[config.mk]
export PLATFORM = sky130hd
export DESIGN_NAME = sprite_plotter
export DESIGN_NICKNAME = d
export VERILOG_FILES = /design/src/rtl/sprite_pkg.sv /design/src/rtl/box_scan_counter.sv /design/src/rtl/sprite_plotter.sv
export SDC_FILE = /design/constraint.sdc
export NUM_CORES = 1
export LEC_CHECK = 0
export BUFFER_PORTS_ARGS = -buffer_cell sky130_fd_sc_hd__buf_2
export CAP_MARGIN = 5
export CORE_MARGIN = 2
export CORE_UTILIZATION = 61
export DETAILED_ROUTE_END_ITERATION = 16
export GPL_ROUTABILITY_DRIVEN = 0
export PLACE_DENSITY = 0.93
export SKIP_CTS_REPAIR_TIMING = 1
export SYNTH_ARGS = -nofsm -noshare
export SYNTH_HDL_FRONTEND = slang
export SYNTH_SLANG_ARGS = --single-unit
[constraint.sdc]
create_clock -name clock -period 6.3 [get_ports clock]
set_input_delay 1.26 -clock clock [delete_from_list [all_inputs] [get_ports clock]]
set_output_delay 1.26 -clock clock [all_outputs]
set_load 0.05 [all_outputs]
[src/rtl/sprite_pkg.sv]
// rtl/sprite_pkg.sv - shared FSM encoding, mode/colour constants and clipping helper
package sprite_pkg;

  typedef enum logic [1:0] {
    ST_IDLE = 2'd0,
    ST_SCAN = 2'd1,
    ST_DONE = 2'd2
  } state_e;

  localparam logic MODE_BG   = 1'b0;
  localparam logic MODE_CHAR = 1'b1;

  localparam int DEF_SCREEN_W = 240;
  localparam int DEF_SCREEN_H = 120;

  localparam logic [2:0] COL_BLACK = 3'b000;
  localparam logic [2:0] COL_RED   = 3'b100;

  // Box counters cover sprites up to 16x16.
  localparam int CNT_W = 4;

  function automatic logic on_screen(input logic [8:0] sx, input logic [7:0] sy,
                                     input int sw, input int sh);
    return (int'(sx) < sw) && (int'(sy) < sh);
  endfunction

endpackage

[src/rtl/box_scan_counter.sv]
// rtl/box_scan_counter.sv - raster col/row counter over a W x H box, column fastest
module box_scan_counter
  import sprite_pkg::*;
#(
  parameter int SPRITE_W = 4,
  parameter int SPRITE_H = 4
) (
  input  logic             clock,
  input  logic             resetn,
  input  logic             clear,
  input  logic             enable,
  output logic [CNT_W-1:0] col,
  output logic [CNT_W-1:0] row,
  output logic             last
);

  logic [CNT_W-1:0] col_q, col_d;
  logic [CNT_W-1:0] row_q, row_d;
  logic             col_end;
  logic             row_end;

  assign col_end = (col_q == CNT_W'(SPRITE_W - 1));
  assign row_end = (row_q == CNT_W'(SPRITE_H - 1));

  always_comb begin
    col_d = col_q;
    row_d = row_q;
    if (clear) begin
      col_d = '0;
      row_d = '0;
    end else if (enable) begin
      if (col_end) begin
        col_d = '0;
        row_d = row_end ? '0 : row_q + 1'b1;
      end else begin
        col_d = col_q + 1'b1;
      end
    end
  end

  always_ff @(posedge clock or negedge resetn) begin
    if (!resetn) begin
      col_q <= '0;
      row_q <= '0;
    end else begin
      col_q <= col_d;
      row_q <= row_d;
    end
  end

  assign col  = col_q;
  assign row  = row_q;
  assign last = col_end && row_end;

endmodule

[src/rtl/sprite_plotter.sv]
// rtl/sprite_plotter.sv - scans a sprite box one pixel per clock into the VGA plot port
module sprite_plotter
  import sprite_pkg::*;
#(
  parameter int                             SPRITE_W    = 4,
  parameter int                             SPRITE_H    = 4,
  parameter logic [SPRITE_W*SPRITE_H-1:0]   SPRITE_MASK = 16'h6FF6,
  parameter int                             SCREEN_W    = DEF_SCREEN_W,
  parameter int                             SCREEN_H    = DEF_SCREEN_H
) (
  input  logic       clock,
  input  logic       resetn,
  input  logic       drawBG,
  input  logic       drawChar,
  input  logic [7:0] xIn,
  input  logic [6:0] yIn,
  input  logic [2:0] colorIn,
  output logic [7:0] x,
  output logic [6:0] y,
  output logic [2:0] colour,
  output logic       plot,
  output logic       busy,
  output logic       doneBG,
  output logic       doneChar
);

  localparam logic [255:0] MASK_FULL = 256'(SPRITE_MASK);

  state_e     state_q, state_d;
  logic       mode_q, mode_d;
  logic [7:0] base_x_q, base_x_d;
  logic [6:0] base_y_q, base_y_d;
  logic       scan_end_q, scan_end_d;
  logic [7:0] x_q, x_d;
  logic [6:0] y_q, y_d;
  logic [2:0] colour_q, colour_d;
  logic       plot_q, plot_d;
  logic       busy_q, busy_d;
  logic       done_bg_q, done_bg_d;
  logic       done_char_q, done_char_d;

  logic             cnt_clr, cnt_en, cnt_last;
  logic [CNT_W-1:0] cnt_col, cnt_row;

  logic       req;
  logic [7:0] pix_bx;
  logic [6:0] pix_by;
  logic       pix_mode;
  logic [8:0] sum_x;
  logic [7:0] sum_y;
  logic [7:0] mask_idx;
  logic       pix_plot;

  box_scan_counter #(.SPRITE_W(SPRITE_W), .SPRITE_H(SPRITE_H)) u_cnt (
    .clock  (clock),
    .resetn (resetn),
    .clear  (cnt_clr),
    .enable (cnt_en),
    .col    (cnt_col),
    .row    (cnt_row),
    .last   (cnt_last)
  );

  assign req = drawBG || drawChar;

  // The first pixel is emitted on the accepting edge, so IDLE uses the live inputs.
  always_comb begin
    pix_bx   = base_x_q;
    pix_by   = base_y_q;
    pix_mode = mode_q;
    if (state_q == ST_IDLE) begin
      pix_bx   = xIn;
      pix_by   = yIn;
      pix_mode = drawBG ? MODE_BG : MODE_CHAR;
    end
    sum_x    = {1'b0, pix_bx} + 9'(cnt_col);
    sum_y    = {1'b0, pix_by} + 8'(cnt_row);
    mask_idx = 8'(cnt_row) * 8'(SPRITE_W) + 8'(cnt_col);
    pix_plot = on_screen(sum_x, sum_y, SCREEN_W, SCREEN_H) &&
               ((pix_mode == MODE_BG) || MASK_FULL[mask_idx]);
  end

  always_comb begin
    state_d     = state_q;
    mode_d      = mode_q;
    base_x_d    = base_x_q;
    base_y_d    = base_y_q;
    scan_end_d  = scan_end_q;
    x_d         = x_q;
    y_d         = y_q;
    colour_d    = colour_q;
    plot_d      = 1'b0;
    busy_d      = busy_q;
    done_bg_d   = 1'b0;
    done_char_d = 1'b0;
    cnt_clr     = 1'b0;
    cnt_en      = 1'b0;
    case (state_q)
      ST_IDLE: begin
        busy_d = 1'b0;
        if (req) begin
          state_d    = ST_SCAN;
          mode_d     = pix_mode;
          base_x_d   = xIn;
          base_y_d   = yIn;
          colour_d   = colorIn;
          x_d        = sum_x[7:0];
          y_d        = sum_y[6:0];
          plot_d     = pix_plot;
          busy_d     = 1'b1;
          cnt_en     = 1'b1;
          scan_end_d = cnt_last;
        end
      end
      ST_SCAN: begin
        if (scan_end_q) begin
          state_d     = ST_DONE;
          done_bg_d   = (mode_q == MODE_BG);
          done_char_d = (mode_q == MODE_CHAR);
          scan_end_d  = 1'b0;
          cnt_clr     = 1'b1;
        end else begin
          x_d        = sum_x[7:0];
          y_d        = sum_y[6:0];
          plot_d     = pix_plot;
          cnt_en     = 1'b1;
          scan_end_d = cnt_last;
        end
      end
      ST_DONE: begin
        state_d = ST_IDLE;
        busy_d  = 1'b0;
        cnt_clr = 1'b1;
      end
      default: begin
        state_d = ST_IDLE;
        busy_d  = 1'b0;
        cnt_clr = 1'b1;
      end
    endcase
  end

  always_ff @(posedge clock or negedge resetn) begin
    if (!resetn) begin
      state_q     <= ST_IDLE;
      mode_q      <= MODE_BG;
      base_x_q    <= '0;
      base_y_q    <= '0;
      scan_end_q  <= 1'b0;
      x_q         <= '0;
      y_q         <= '0;
      colour_q    <= COL_BLACK;
      plot_q      <= 1'b0;
      busy_q      <= 1'b0;
      done_bg_q   <= 1'b0;
      done_char_q <= 1'b0;
    end else begin
      state_q     <= state_d;
      mode_q      <= mode_d;
      base_x_q    <= base_x_d;
      base_y_q    <= base_y_d;
      scan_end_q  <= scan_end_d;
      x_q         <= x_d;
      y_q         <= y_d;
      colour_q    <= colour_d;
      plot_q      <= plot_d;
      busy_q      <= busy_d;
      done_bg_q   <= done_bg_d;
      done_char_q <= done_char_d;
    end
  end

  assign x        = x_q;
  assign y        = y_q;
  assign colour   = colour_q;
  assign plot     = plot_q;
  assign busy     = busy_q;
  assign doneBG   = done_bg_q;
  assign doneChar = done_char_q;

endmodule

== Yosys cells after proc, flatten, opt, wreduce, memory -nomap -nowiden ==
Memories as Yosys holds them, arrays and structs flattened.
Cells that the tools add are included.

* Memories: 1
* Bits in registers: 49
* ROM bits: 256
* Word-level logic and storage cells: 82

* Bitwise gates (word level): 2
* Multiplexer cells: 37
* Add/sub/neg operators: 5
* Eq/ne operators: 6
* Order comparisons: 3
* Reduce and logical (&&, ||, !) cells: 14

{| class="wikitable"
|+ Memory list
! memory !! depth !! width !! read ports !! clocked after memory_dff !! write ports !! line !! RTL
|-
| (name not given) || 256 || 1 || 1 || 0 || 0 || sprite_plotter.sv:80 || <nowiki>((pix_mode == MODE_BG) || MASK_FULL[mask_idx]);</nowiki>
|}

{| class="wikitable"
|+ Operator list
! cell !! number
|-
| 4-bit two-way mux || 7
|-
| 8-bit two-way mux || 3
|-
| 7-bit two-way mux || 3
|-
| 8-bit case mux with 2 select lines || 1
|-
| 1-bit two-way mux || 14
|-
| 7-bit case mux with 2 select lines || 1
|-
| 1-bit case mux with 2 select lines || 5
|-
| 8-bit by 4-bit adder with 9-bit output || 1
|-
| 7-bit by 9-bit < comparator with 1-bit output, second input constant || 1
|-
| 9-bit by 8-bit < comparator with 1-bit output, second input constant || 1
|-
| 4-bit by 1-bit adder with 4-bit output, second input constant || 2
|-
| 7-bit by 4-bit adder with 8-bit output || 1
|-
| 4-bit by 2-bit == test with 1-bit output, second input constant || 2
|-
| 8-bit by 7-bit < comparator with 1-bit output, second input constant || 1
|-
| 2-bit AND reduction || 4
|-
| 6-bit by 4-bit adder with 7-bit output || 1
|-
| 2-bit inequality test, second input constant || 3
|-
| 2-bit nonzero test || 3
|-
| 2-bit two-way mux || 2
|-
| 2-bit case mux with 2 select lines || 1
|-
| 1-bit logical AND || 3
|-
| 3-bit AND reduction || 1
|-
| 2-bit by 1-bit == test with 1-bit output, second input constant || 1
|-
| 2-bit zero test || 1
|-
| 2 further kinds || 4
|}

== Longest topological paths before layout ==
Gate-level depths: netlist of the first run.

* Depth in word-level cells: 8
* Mapped depth: 13
* Mapped depth without buffers: 11

== Hierarchy ==
A second synthesis of the first run with hierarchy kept.

* Cells, all modules: 270
* Area, all modules: 2,788.9 sq um

{| class="wikitable"
|+ Modules (own cells, without submodules)
! module !! sequential area each (sq um) !! area an instance (sq um) !! instances !! cells each
|-
| sprite_plotter || 1,026.0 || 2,337.2 || 1 || 228
|-
| box_scan_counter || 200.2 || 451.7 || 1 || 42
|}

== Worst setup path before layout of the first run ==
Ideal clock, no wire load.

* Path kind: in2reg
* Start: input xIn[0]
* End: register plot_q (netlist: plot)
* Path buffers: 0
* Stages: 10
* Library setup time: 132 ps
* Setup slack: 3,480 ps
* Data arrival time: 2,688 ps
* Cells stage by stage: nand2_1 nand2_1 ha_1 inv_1 fa_1 and3b_1 a211oi_2 a21oi_1 nor4bb_1 a211oi_1

* Cells in the longest elaborated chain, start to end: 7
* Elaborated cells on any way between the ends: 8
* Classes of those cells: 1 x add/sub; 1 x order compare; 4 x mux; 2 x reduce/logical

{| class="wikitable"
|+ RTL lines
! element !! line !! RTL
|-
| start: declaration || sprite_plotter.sv:15 || <nowiki>input logic [7:0] xIn,</nowiki>
|-
| 8-bit two-way mux (*) || sprite_plotter.sv:71 || <nowiki>if (state_q == ST_IDLE) begin</nowiki>
|-
| 8-bit by 4-bit adder with 9-bit output (*) || sprite_plotter.sv:76 || <nowiki>sum_x = {1'b0, pix_bx} + 9'(cnt_col);</nowiki>
|-
| 9-bit by 8-bit < comparator with 1-bit output (*) || sprite_pkg.sv:24 || <nowiki>return (int'(sx) < sw) && (int'(sy) < sh);</nowiki>
|-
| 1-bit logical AND (*) || sprite_pkg.sv:24 ||
|-
| 1-bit logical AND (*) || sprite_plotter.sv:79 || <nowiki>pix_plot = on_screen(sum_x, sum_y, SCREEN_W, SCREEN_H) &&</nowiki>
|-
| 1-bit two-way mux, on equally long branches || sprite_plotter.sv:116, sprite_plotter.sv:101 ||
|-
| 1-bit case mux with 2 select lines (*) || sprite_plotter.sv:98 || <nowiki>case (state_q)</nowiki>
|-
| via plot_d || sprite_plotter.sv:37 || <nowiki>logic plot_q, plot_d;</nowiki>
|-
| end signal: assignment || sprite_plotter.sv:166 || <nowiki>plot_q <= plot_d;</nowiki>
|-
| end: declaration || sprite_plotter.sv:37 ||
|}

Mark *: on every way through the listed nets, which the timed path passes. The rest lies on a longest branch.
A chain may end at the register's enable or synchronous reset.

== Worst setup path after layout of the first run ==
* Start: register state_q[0]
* End: register plot_q (netlist: plot)

* Cells in the longest elaborated chain, start to end: 8
* Elaborated cells on any way between the ends: 16
* Classes of those cells: 2 x add/sub; 2 x order compare; 1 x eq/ne; 6 x mux; 1 x bitwise; 4 x reduce/logical

{| class="wikitable"
|+ RTL lines
! element !! line !! RTL
|-
| start: declaration || sprite_plotter.sv:29 || <nowiki>state_e state_q, state_d;</nowiki>
|-
| start signal: assignment || sprite_plotter.sv:158 || <nowiki>state_q <= state_d;</nowiki>
|-
| 2-bit zero test || sprite_plotter.sv:71, sprite_plotter.sv:98 ||
|-
| 8-bit two-way mux / 7-bit two-way mux (equally long branches) || sprite_plotter.sv:71 ||
|-
| 8-bit by 4-bit adder with 9-bit output / 7-bit by 4-bit adder with 8-bit output (equally long branches) || sprite_plotter.sv:76, sprite_plotter.sv:77 ||
|-
| 9-bit by 8-bit < comparator with 1-bit output / 8-bit by 7-bit < comparator with 1-bit output (equally long branches) || sprite_pkg.sv:24 ||
|-
| 1-bit logical AND || sprite_pkg.sv:24 ||
|-
| 1-bit logical AND || sprite_plotter.sv:79 ||
|-
| 1-bit two-way mux, on equally long branches || sprite_plotter.sv:116, sprite_plotter.sv:101 ||
|-
| 1-bit case mux with 2 select lines (*) || sprite_plotter.sv:98 ||
|-
| via plot_d || sprite_plotter.sv:37 ||
|}

Marked as above.

==> reports/qor.yml, run 1 <==
clock_tree:
  htreeDepth: 2
  clockBufferDepth: 2
  clock_insertion_delay_worst_skew_ns: 0.30
  root_buffer: "clkbuf_8"
  numCtsBuffers: 5
  cts_tree: "done"
  clkTransAtPathRegs_ns: 0.09
  clock_sinks: 49
power:
  max-vdd-ir-drop_uv: 302
  p_per_area_mw_per_mm2: 564
  power_leakage_nw: 1.46
placed_design:
  post_dp_cell_area_mm2: 0.00296
  portBuffers: 43
  dp_hpwl_um: 4260
flow_run:
  drv_cap: 0
drt:
  wl_per_cell_um: 15.7
  first_iter_violations: 170
  vias: 2187
  dr.pass1.iters: 4
  drt.antenna.violating_nets: 0
  remaining_drc_errors: 0
  routed_via_density: 5.94
  routed_wl_um: 5770
synth:
  syn_inst: 274
  synth-main-ff-cell: "dfrtp_1"
  synth_cell_types: 47
  synth-seq-area-share_pct: 44.8
  syn_area_per_cell_um2: 9.99
  netlist_area_mm2: 0.00274
  synth_edf_count: 0
  synth_seq_cells: 49
  synth_fp_nets: 312
  yosysWarnings: 0
  async_flop_share_pct: 100
timing:
  drv_slew: 0
  period_needed_ns: 3.06
  post-route-period-util_pct: 48.6
  slew_headroom_pct: 30.0
  hold_viol: 0
  grt_setup_unrepaired: "no"
  fmax_ghz: 0.327
  clock-skew-final_ns: 0.00986
  worst_slew_pin_slew_ns: 1.05
  tns_ns: 0
  finalSetupViolCount: 0
worst_setup_path:
  worstPathArrival_ns: 3.25
  crit_chain: "nor2_2, nand2_1, nand2_1, ha_1, inv_1, fa_1, and3b_1, a211oi_2, a21oi_1, nor4bb_1, a211oi_1"
  cp_num_buf_inv: 1
  critical-path-slowest-cell: "nor2_2"
  cp_max_fo: 15
  start_kind: "register"
  crit_type: "reg2reg"
  cp-end-kind: "register"
  critical_path.top_delay_family: "simple AND/OR/NAND/NOR gates"
  timing.critical_path.mode_cell: "nand2_1"
  cp.required_ns: 6.48
  cpPeakStageDelay_ns: 0.58
floorplan:
  core_area_mm2: 0.00432
  die_w_um: 71.0
  rows: 24
  die_h_um: 71.0
  io_pins: 44
  initial_core_util_pct: 63.3
  dieArea_mm2: 0.00504
global_routing:
  grt_max_degree: 50
  grt_antenna_before_repair: 0
  gr-total-overflow: 0
  grt_pass1_vias: 2141
  track_usage_pct: 24.5
  grt_pass1_wl_um: 9760
cells_and_area:
  fin_util_pct: 71.3
  final_common_cell: "nand2_1"
  layout-drive-gt1-share_pct: 24.7
  final_cell_mix: "nand2_1 (57), dfrtp_1 (49), buf_2 (43), mux2_2 (19), o21ai_0 (14)"
  layout.nets: 353
  num_antenna_cells: 0
  stdcell_area_mm2: 0.00308
  n_fill_cell: 316
  areaGrowthSynthToFinish_pct: 12.7
hold_path:
  worst_hold_path_type: "reg2reg"
outcome:
  status: "finished clean"
cell families after synthesis:
group | share of synthesized area (%)
buf+inv | 2.51
fa+ha+maj | 8.14
xor+xnor | 3.20
mux | 10.4
compound gates | 12.8
flops | 44.8
simple gates | 18.1
worst reg2reg max path, delay by kind of cell (launching register included):
family          cells  cell delay (ns)
compound gates      3             0.38
flops               1             0.53
buf+inv             1             0.05
fa+ha+maj           2             0.56
simple gates        5             1.41
flip-flops by register name, indices dropped and copies added (netlist names), 2 cells and up:
register and flops:
state_q 2, u_cnt.col 4, base_y_q 7, base_x_q 8
x 8, y 7, colour 3, u_cnt.row 4
worst paths after layout:
check | startpoint | to | slack (ns) | cells past startpoint
max | state_q[0] | plot | 3.24 | 11
min | y[1] | y[1] | 0.48 | 2
max reg2reg | state_q[0] | plot | 3.24 | 11
min reg2reg | y[1] | y[1] | 0.48 | 2
max in group asynchronous | resetn | u_cnt.col[3] | 4.52 | 1
min in group asynchronous | resetn | base_y_q[4] | 1.14 | 1
layout make-up:
| class | instances | area, um^2 | share of cell area, % |
|---|---|---|---|
| Timing Repair Buffer | 43 | 215 | 6.98 |
| Tap cell | 52 | 65.1 | 2.11 |
| Inverter | 4 | 15.0 | 0.487 |
| Clock inverter | 2 | 37.5 | 1.22 |
| Clock buffer | 6 | 82.6 | 2.68 |
| Sequential cell | 49 | 1230 | 39.8 |
| Multi-Input combinational cell | 212 | 1440 | 46.8 |
per-stage QoR:
step | cells | hold WS (ns) | setup WS, ns | total power (W)
2_1_floorplan | 274 | 0.444 | 3.48 | 0.00127
5_1_grt | 368 | 0.516 | 3.00 | 0.00186
6_report | 368 | 0.477 | 3.24 | 0.00174
4_1_cts | 368 | 0.481 | 3.26 | 0.00174
3_5_place_dp | 360 | 0.461 | 3.07 | 0.00150
3_3_place_gp | 360 | 0.462 | 3.19 | 0.00145
synth_stat cells (2+ instances only):
| cell type | n | area, um^2 |
|---|---|---|
| o211ai_1 | 3 | 22.5 |
| nand3b_1 | 3 | 22.5 |
| buf_2 | 4 | 20.0 |
| or2_1 | 2 | 12.5 |
| nor2_1 | 11 | 41.3 |
| a21o_1 | 3 | 22.5 |
| o31ai_2 | 2 | 25.0 |
| nand3_1 | 7 | 35.0 |
| inv_1 | 3 | 11.3 |
| nand2b_1 | 3 | 18.8 |
| o21ai_1 | 8 | 40.0 |
| nor3_1 | 4 | 20.0 |
| a31oi_1 | 2 | 12.5 |
| a21oi_1 | 12 | 60.1 |
| nor4bb_1 | 2 | 20.0 |
| and2_1 | 3 | 18.8 |
| clkbuf_1 | 2 | 7.51 |
| o21ai_0 | 14 | 70.1 |
| mux2_2 | 19 | 214 |
| o31ai_1 | 3 | 22.5 |
| o21a_1 | 2 | 15.0 |
| buf_4 | 2 | 15.0 |
| mux2i_1 | 6 | 60.1 |
| nor3b_1 | 3 | 22.5 |
| nand2_1 | 57 | 214 |
| dfrtp_1 | 49 | 1230 |
| ha_1 | 13 | 163 |
| xor2_1 | 6 | 52.6 |
| or3_1 | 3 | 18.8 |
| fa_1 | 3 | 60.1 |
| xnor2_1 | 4 | 35.0 |
metal layers:
| metal | global-route usage (%) | part of all wire (%) | up-vias |
|---|---|---|---|
| met4 | 9.01 | 2.2 | 0 |
| met1 | 33.3 | 43 | 1066 |
| met2 | 39.5 | 50 | 65 |
| met3 | 4.70 | 5.0 | 16 |
| met5 | 0 | 0 | - |
| li1 | - | - | 1040 |
report_power, final:
| group | internal [W] | switching (W) | total (W) |
|---|---|---|---|
| Combinational | 0.000332 | 0.000608 | 0.000940 |
| Clock | 0.000129 | 0.000107 | 0.000236 |
| Sequential | 0.000460 | 0.000104 | 0.000564 |
No activity file was read; power rests on OpenSTA's default activity.
==> run 2: changes to the inputs <==
--- a/config.mk
+++ b/config.mk
@@ -5,13 +5,14 @@
 export SDC_FILE = /design/constraint.sdc
 export NUM_CORES = 1
 export LEC_CHECK = 0
+export ABC_AREA = 1
 export BUFFER_PORTS_ARGS = -buffer_cell sky130_fd_sc_hd__buf_2
 export CAP_MARGIN = 5
 export CORE_MARGIN = 2
-export CORE_UTILIZATION = 61
+export CORE_UTILIZATION = 51
 export DETAILED_ROUTE_END_ITERATION = 16
 export GPL_ROUTABILITY_DRIVEN = 0
-export PLACE_DENSITY = 0.93
+export PLACE_DENSITY = 0.84
 export SKIP_CTS_REPAIR_TIMING = 1
 export SYNTH_ARGS = -nofsm -noshare
 export SYNTH_HDL_FRONTEND = slang
==> constraint.sdc (replaced) <==
create_clock -name clock -period 2.55 [get_ports clock]
set_input_delay 0.51 -clock clock [delete_from_list [all_inputs] [get_ports clock]]
set_output_delay 0.51 -clock clock [all_outputs]
set_load 0.05 [all_outputs]
==> run 2 against run 1 <==
Clock-buffer cell count increased by 1. Routed wire length decreased by 1.1%. Highest routed layer unchanged. Design area increased by 3.5%. Register-to-register slack got worse by 3.0 ns. Critical path type unchanged.
==> reports/qor.yml, run 2 <==
clock_tree:
  clockBufferDepth: 2  # unchanged
  clock_sinks: 49  # unchanged
  numCtsBuffers: 5  # unchanged
  cts_tree: "done"  # unchanged
  root_buffer: "clkbuf_8"  # unchanged
  clkTransAtPathRegs_ns: 0.09  # about the same
  htreeDepth: 2  # unchanged
  clock_insertion_delay_worst_skew_ns: 0.31  # was 0.30 ns
cells_and_area:
  num_antenna_cells: 0  # unchanged
  stdcell_area_mm2: 0.00319  # was 0.00308 mm^2
  final_common_cell: "nand2_1"  # unchanged
  layout-drive-gt1-share_pct: 17.6  # was 24.7%
  final_cell_mix: "nand2_1 (109), dfrtp_1 (48), inv_1 (47), buf_2 (43), o21ai_0 (34)"  # was nand2_1 (57), dfrtp_1 (49), buf_2 (43), mux2_2 (19), o21ai_0 (14)
  n_fill_cell: 454  # was 316
  areaGrowthSynthToFinish_pct: 15.1  # was 12.7%
  layout.nets: 440  # was 353
synth:
  synth-seq-area-share_pct: 44.2  # was 44.8%
  ys_top_cells_by_area: "dfrtp_1 (44%), nand2_1 (15%), inv_1 (6.4%)"  # was dfrtp_1 (45%), mux2_2 (7.8%), nand2_1 (7.8%)
  synth_fp_nets: 394  # was 312
  synth_top_area_share_pct: 44.2  # was 44.8%
  synth_seq_cells: 49  # unchanged
  synth_common_cells: "nand2_1 (110), dfrtp_1 (49), inv_1 (47)"  # was nand2_1 (57), dfrtp_1 (49), mux2_2 (19)
  yosys.area.top_type: "dfrtp_1"  # unchanged
  syn_area_per_cell_um2: 7.79  # was 9.99 um^2
  syn_inst: 356  # was 274
  yosysWarnings: 0  # unchanged
  synth_edf_count: 0  # unchanged
  netlist_area_mm2: 0.00277  # was 0.00274 mm^2
  async_flop_share_pct: 100  # unchanged
  yosysMostFrequentCell: "nand2_1"  # unchanged
  synth_cell_types: 29  # was 47
  synth-main-ff-cell: "dfrtp_1"  # unchanged
worst_setup_path:
  r2r_cells: 15  # was 11
  worstPathArrival_ns: 2.49  # was 3.25 ns
  cp-end-kind: "register"  # unchanged
  start_kind: "register"  # unchanged
  crit_type: "reg2reg"  # unchanged
  rrSetupSlack_ns: 0.25  # was 3.24 ns
  r2r-end: "plot"  # unchanged
  cp.required_ns: 2.75  # was 6.48 ns
  rr_startpoint: "state_q[0]"  # unchanged
  cp_max_fo: 15  # unchanged
timing:
  slew_headroom_pct: 57.8  # was 30.0%
  hold_viol: 0  # unchanged
  clock-skew-final_ns: 0.00924  # was 0.00986 ns
  grt_setup_unrepaired: "no"  # unchanged
  drv_slew: 0  # unchanged
  worst_slew_pin_slew_ns: 0.632  # was 1.05 ns
  fin_ws_ns: 0.251  # was 3.24 ns
  tns_ns: 0  # unchanged
  finalSetupViolCount: 0  # unchanged
  period_needed_ns: 2.30  # was 3.06 ns
  fmax_ghz: 0.435  # was 0.327 GHz
  post-route-period-util_pct: 90.2  # was 48.6%
global_routing:
  grt_pass1_vias: 2219  # was 2141
  gr-total-overflow: 0  # unchanged
  grt_max_degree: 35  # was 50
  track_usage_pct: 20.8  # was 24.5%
  grt_antenna_before_repair: 0  # unchanged
  grt_pass1_wl_um: 9910  # was 9760 um
drt:
  drt.antenna.violating_nets: 0  # unchanged
  vias: 2354  # was 2187
  first_iter_violations: 95  # was 170
  remaining_drc_errors: 0  # unchanged
  dr.pass1.iters: 4  # unchanged
  wl_per_cell_um: 12.1  # was 15.7 um
  routed_wl_um: 5710  # was 5770 um
  routed_via_density: 4.98  # was 5.94
placed_design:
  post_dp_cell_area_mm2: 0.00307  # was 0.00296 mm^2
  dp_hpwl_um: 4440  # was 4260 um
  dp_slack_ns: 0.145  # was 3.07 ns
  portBuffers: 43  # unchanged
floorplan:
  dieArea_mm2: 0.00605  # was 0.00504 mm^2
  core_area_mm2: 0.00517  # was 0.00432 mm^2
  io_pins: 44  # unchanged
  die_w_um: 77.8  # was 71.0 um
  rows: 26  # was 24
  initial_core_util_pct: 53.6  # was 63.3%
  die_h_um: 77.8  # was 71.0 um
flow_run:
  drv_cap: 0  # unchanged
outcome:
  status: "finished clean"  # unchanged
hold_path:
  worst_hold_path_type: "in2async"  # was reg2reg
==> run 2: changes by cell type after synthesis, moves of 5 or more <==
cell and delta:
o21ai_0 +21, mux2_2 -16, nand2_2 +5, nand2_1 +53
nand3_1 +15, mux2i_1 -6, a21oi_1 -5, inv_1 +44
nor2_1 +13
==> run 2: kinds of logic after synthesis <==
| kind of cell | after synthesis | share of synthesized area, % |
|---|---|---|
| AO/OA/AOI/OAI | 55 | 10.6 |
| multiplexers | 3 | 1.22 |
| flip-flops | 49 | 44.2 |
| AND/OR/NAND/NOR | 173 | 26.3 |
| buffers and inverters | 56 | 8.34 |
| adder cells (fa/ha/maj) | 16 | 8.03 |
| XOR/XNOR | 4 | 1.26 |
==> run 2: routing by layer <==
layer	vias up	wire, um	GRT usage [%]
met4	0	89	6.96
met3	9	339	4.19
met5	-	0	0
met1	1059	2740	30.4
li1	1215	-	-
met2	71	2540	31.0
==> run 2: cell type report <==
| cell class | instances | area (um^2) | share of cell area (%) |
|---|---|---|---|
| multi-input combinational | 251 | 1320 | 41.3 |
| sequential | 49 | 1230 | 38.5 |
| timing repair buffer | 48 | 265 | 8.31 |
| inverter | 47 | 176 | 5.53 |
| tap | 70 | 87.6 | 2.74 |
| clock buffer | 7 | 86.3 | 2.70 |
| clock inverter | 1 | 30.0 | 0.941 |
==> run 2: how the worst max path moves through the flow <==
stage	startpoint	to	slack [ns]
after floorplan	state_q[1]	x[6]	0.24
after global placement	state_q[1]	plot	0.26
after detailed placement	state_q[1]	plot	0.15
after CTS	state_q[1]	plot	0.13
after global routing	state_q[1]	plot	0.0003
final	state_q[0]	plot	0.25
==> run 2: worst max-delay path, cell delays in order, from the launching register on <==
cell and delay, ns:
dfrtp_1 0.43, inv_1 0.10, nand2_2 0.11, buf_4 0.20, nand2_1 0.06, o21ai_0 0.09
ha_1 0.22, fa_1 0.42, nand2_1 0.09, nand2_1 0.05, nand2_1 0.09, nand3_1 0.08
nor2_1 0.09, nand3_1 0.07, nand2_1 0.07, nor2_1 0.04
==> run 2: per-stage QoR <==
stage	hold slack, ns	utilization [%]	std cells
2_1_floorplan	0.214	-	356
3_3_place_gp	0.451	59.4	465
3_5_place_dp	0.458	59.4	465
4_1_cts	0.216	61.6	473
5_1_grt	0.231	61.7	473
6_report	0.203	61.7	473
Power of run 2 is not shown: default switching activity piles up to over one toggle a cycle in this logic, so the estimate is an artifact.
==> run 3: changes to the inputs <==
--- a/config.mk
+++ b/config.mk
@@ -8,11 +8,13 @@
 export ABC_AREA = 1
 export BUFFER_PORTS_ARGS = -buffer_cell sky130_fd_sc_hd__buf_2
 export CAP_MARGIN = 5
+export CELL_PAD_IN_SITES_DETAIL_PLACEMENT = 0
+export CELL_PAD_IN_SITES_GLOBAL_PLACEMENT = 1
 export CORE_MARGIN = 2
-export CORE_UTILIZATION = 51
+export CORE_UTILIZATION = 37
 export DETAILED_ROUTE_END_ITERATION = 16
 export GPL_ROUTABILITY_DRIVEN = 0
-export PLACE_DENSITY = 0.84
+export PLACE_DENSITY = 0.83
 export SKIP_CTS_REPAIR_TIMING = 1
 export SYNTH_ARGS = -nofsm -noshare
 export SYNTH_HDL_FRONTEND = slang
==> run 3 against run 2 <==
Non-clock buffer count rose by 1. Flip-flop and latch count stayed put. Die area grew 36%. Clock-buffer cell count unchanged. Design area is 0.98% higher. Highest routed layer unchanged. Hold slack gained 0.093 ns.
==> reports/qor.yml, run 3 (same netlist as run 2, synthesis figures left out) <==
clock_tree:
  clockBufferDepth: 2  # unchanged
  htreeDepth: 2  # unchanged
  numCtsBuffers: 5  # unchanged
  clock_sinks: 49  # unchanged
  clock_insertion_delay_worst_skew_ns: 0.30  # was 0.31 ns
  clkTransAtPathRegs_ns: 0.09  # about the same
  cts_tree: "done"  # unchanged
  root_buffer: "clkbuf_8"  # unchanged
global_routing:
  grt_pass1_wl_um: 10200  # was 9910 um
  track_usage_pct: 15.5  # was 20.8%
  grt_max_degree: 50  # was 35
  grt_pass1_vias: 2170  # was 2219
  gr-total-overflow: 0  # unchanged
  grt_antenna_before_repair: 0  # unchanged
floorplan:
  dieArea_mm2: 0.00821  # was 0.00605 mm^2
  io_pins: 44  # unchanged
  core_area_mm2: 0.00725  # was 0.00517 mm^2
  rows: 31  # was 26
  die_w_um: 90.6  # was 77.8 um
  initial_core_util_pct: 38.2  # was 53.6%
  die_h_um: 90.6  # was 77.8 um
worst_setup_path:
  cpPeakStageDelay_ns: 0.45  # was 0.43 ns
  cp_max_fo: 9  # was 15
  start_kind: "register"  # unchanged
  crit_chain: "inv_1, nand2_1, buf_4, nand2_1, o21ai_0, ha_1, fa_1, nand2_1, nand2_1, nand2_1, nor2_1, xor2_1, o21ai_1"  # was inv_1, nand2_2, buf_4, nand2_1, o21ai_0, ha_1, fa_1, nand2_1, nand2_1, nand2_1, nand3_1, nor2_1, nand3_1, nand2_1, nor2_1
  cp-end-kind: "register"  # unchanged
  r2r_cells: 13  # was 15
  timing.critical_path.mode_cell: "nand2_1"  # unchanged
  worstPathArrival_ns: 2.44  # was 2.49 ns
  critical-path-slowest-cell: "dfrtp_1"  # unchanged
  crit_type: "reg2reg"  # unchanged
  cp.required_ns: 2.72  # was 2.75 ns
timing:
  hold_viol: 0  # unchanged
  finalSetupViolCount: 0  # unchanged
  fmax_ghz: 0.439  # was 0.435 GHz
  worst_slew_pin_slew_ns: 0.626  # was 0.632 ns
  post-route-period-util_pct: 89.2  # was 90.2%
  period_needed_ns: 2.28  # was 2.30 ns
  whs_ns: 0.296  # was 0.203 ns
  drv_slew: 0  # unchanged
  slew_headroom_pct: 58.3  # was 57.8%
  fin_ws_ns: 0.274  # was 0.251 ns
  grt_setup_unrepaired: "no"  # unchanged
  tns_ns: 0  # unchanged
  clock-skew-final_ns: 0.00303  # was 0.00924 ns
placed_design:
  dp_slack_ns: 0.216  # was 0.145 ns
  dp_hpwl_um: 4680  # was 4440 um
  portBuffers: 43  # unchanged
cells_and_area:
  fin_util_pct: 44.4  # was 61.7%
  areaGrowthSynthToFinish_pct: 16.2  # was 15.1%
  num_antenna_cells: 0  # unchanged
  final_cell_mix: "nand2_1 (110), dfrtp_1 (49), inv_1 (47), buf_2 (43), o21ai_0 (33)"  # was nand2_1 (109), dfrtp_1 (48), inv_1 (47), buf_2 (43), o21ai_0 (34)
  layout-drive-gt1-share_pct: 17.6  # about the same
  final_common_cell: "nand2_1"  # unchanged
  layout.nets: 441  # was 440
drt:
  dr.pass1.iters: 4  # unchanged
  remaining_drc_errors: 0  # unchanged
  routed_via_density: 4.62  # was 4.98
  wl_per_cell_um: 11.9  # was 12.1 um
  vias: 2326  # was 2354
  drt.antenna.violating_nets: 0  # unchanged
  first_iter_violations: 66  # was 95
  routed_wl_um: 6010  # was 5710 um
flow_run:
  drv_cap: 0  # unchanged
hold_path:
  worst_hold_path_type: "in2async"  # unchanged
outcome:
  status: "finished clean"  # unchanged
-- run 3: changes by cell type in the layout (fill, tap and decap cells not counted) --
cell and change:
buf_4 +2, buf_12 -1, dfrtp_1 +1, dfrtp_2 -1
nand2_1 +1, nand2_2 -1, o21ai_0 -1, o21ai_2 +1
-- run 3: final cells by class --
| type | instances | area, um^2 |
|---|---|---|
| inverters | 47 | 176 |
| flip-flops and latches | 49 | 1230 |
| clock inverters | 1 | 30.0 |
| multi-input cells | 251 | 1320 |
| repair buffers | 49 | 260 |
| fillers | 733 | 4030 |
| well taps | 99 | 124 |
| clock buffers | 7 | 86.3 |
-- run 3: path summary, 6_finish.rpt --
| check | from | end | slack, ns |
|---|---|---|---|
| setup reg to reg | state_q[1] | y[6] | 0.27 |
| hold / removal | resetn | doneChar | 0.30 |
| min in group clock | colorIn[0] | colour[0] | 0.43 |
| setup / recovery | state_q[1] | y[6] | 0.27 |
| max in group asynchronous | resetn | base_x_q[4] | 1.83 |
| hold reg to reg | x[0] | x[0] | 0.48 |
-- run 3: critical path: cells and delay by family (launching register included) --
kind	cells	cell delay (ns)
xor+xnor	1	0.20
compound gates	2	0.16
fa+ha+maj	2	0.64
flops	1	0.45
simple gates	6	0.43
buf+inv	2	0.27
-- run 3: layer usage --
| metal | global-route usage [%] | wire length, um | up-vias |
|---|---|---|---|
| met5 | 0 | 0 | - |
| met4 | 4.62 | 81 | 0 |
| met3 | 2.84 | 257 | 5 |
| met2 | 23.9 | 2650 | 63 |
| met1 | 22.2 | 3020 | 1035 |
| li1 | - | - | 1223 |
-- run 3: stage by stage --
stage	cell area [um^2]	instances
2_1_floorplan	2770	356
3_3_place_gp	3100	495
3_5_place_dp	3100	495
4_1_cts	3220	503
5_1_grt	3220	503
6_report	3220	503
Power of run 3 is left out for the same reason.
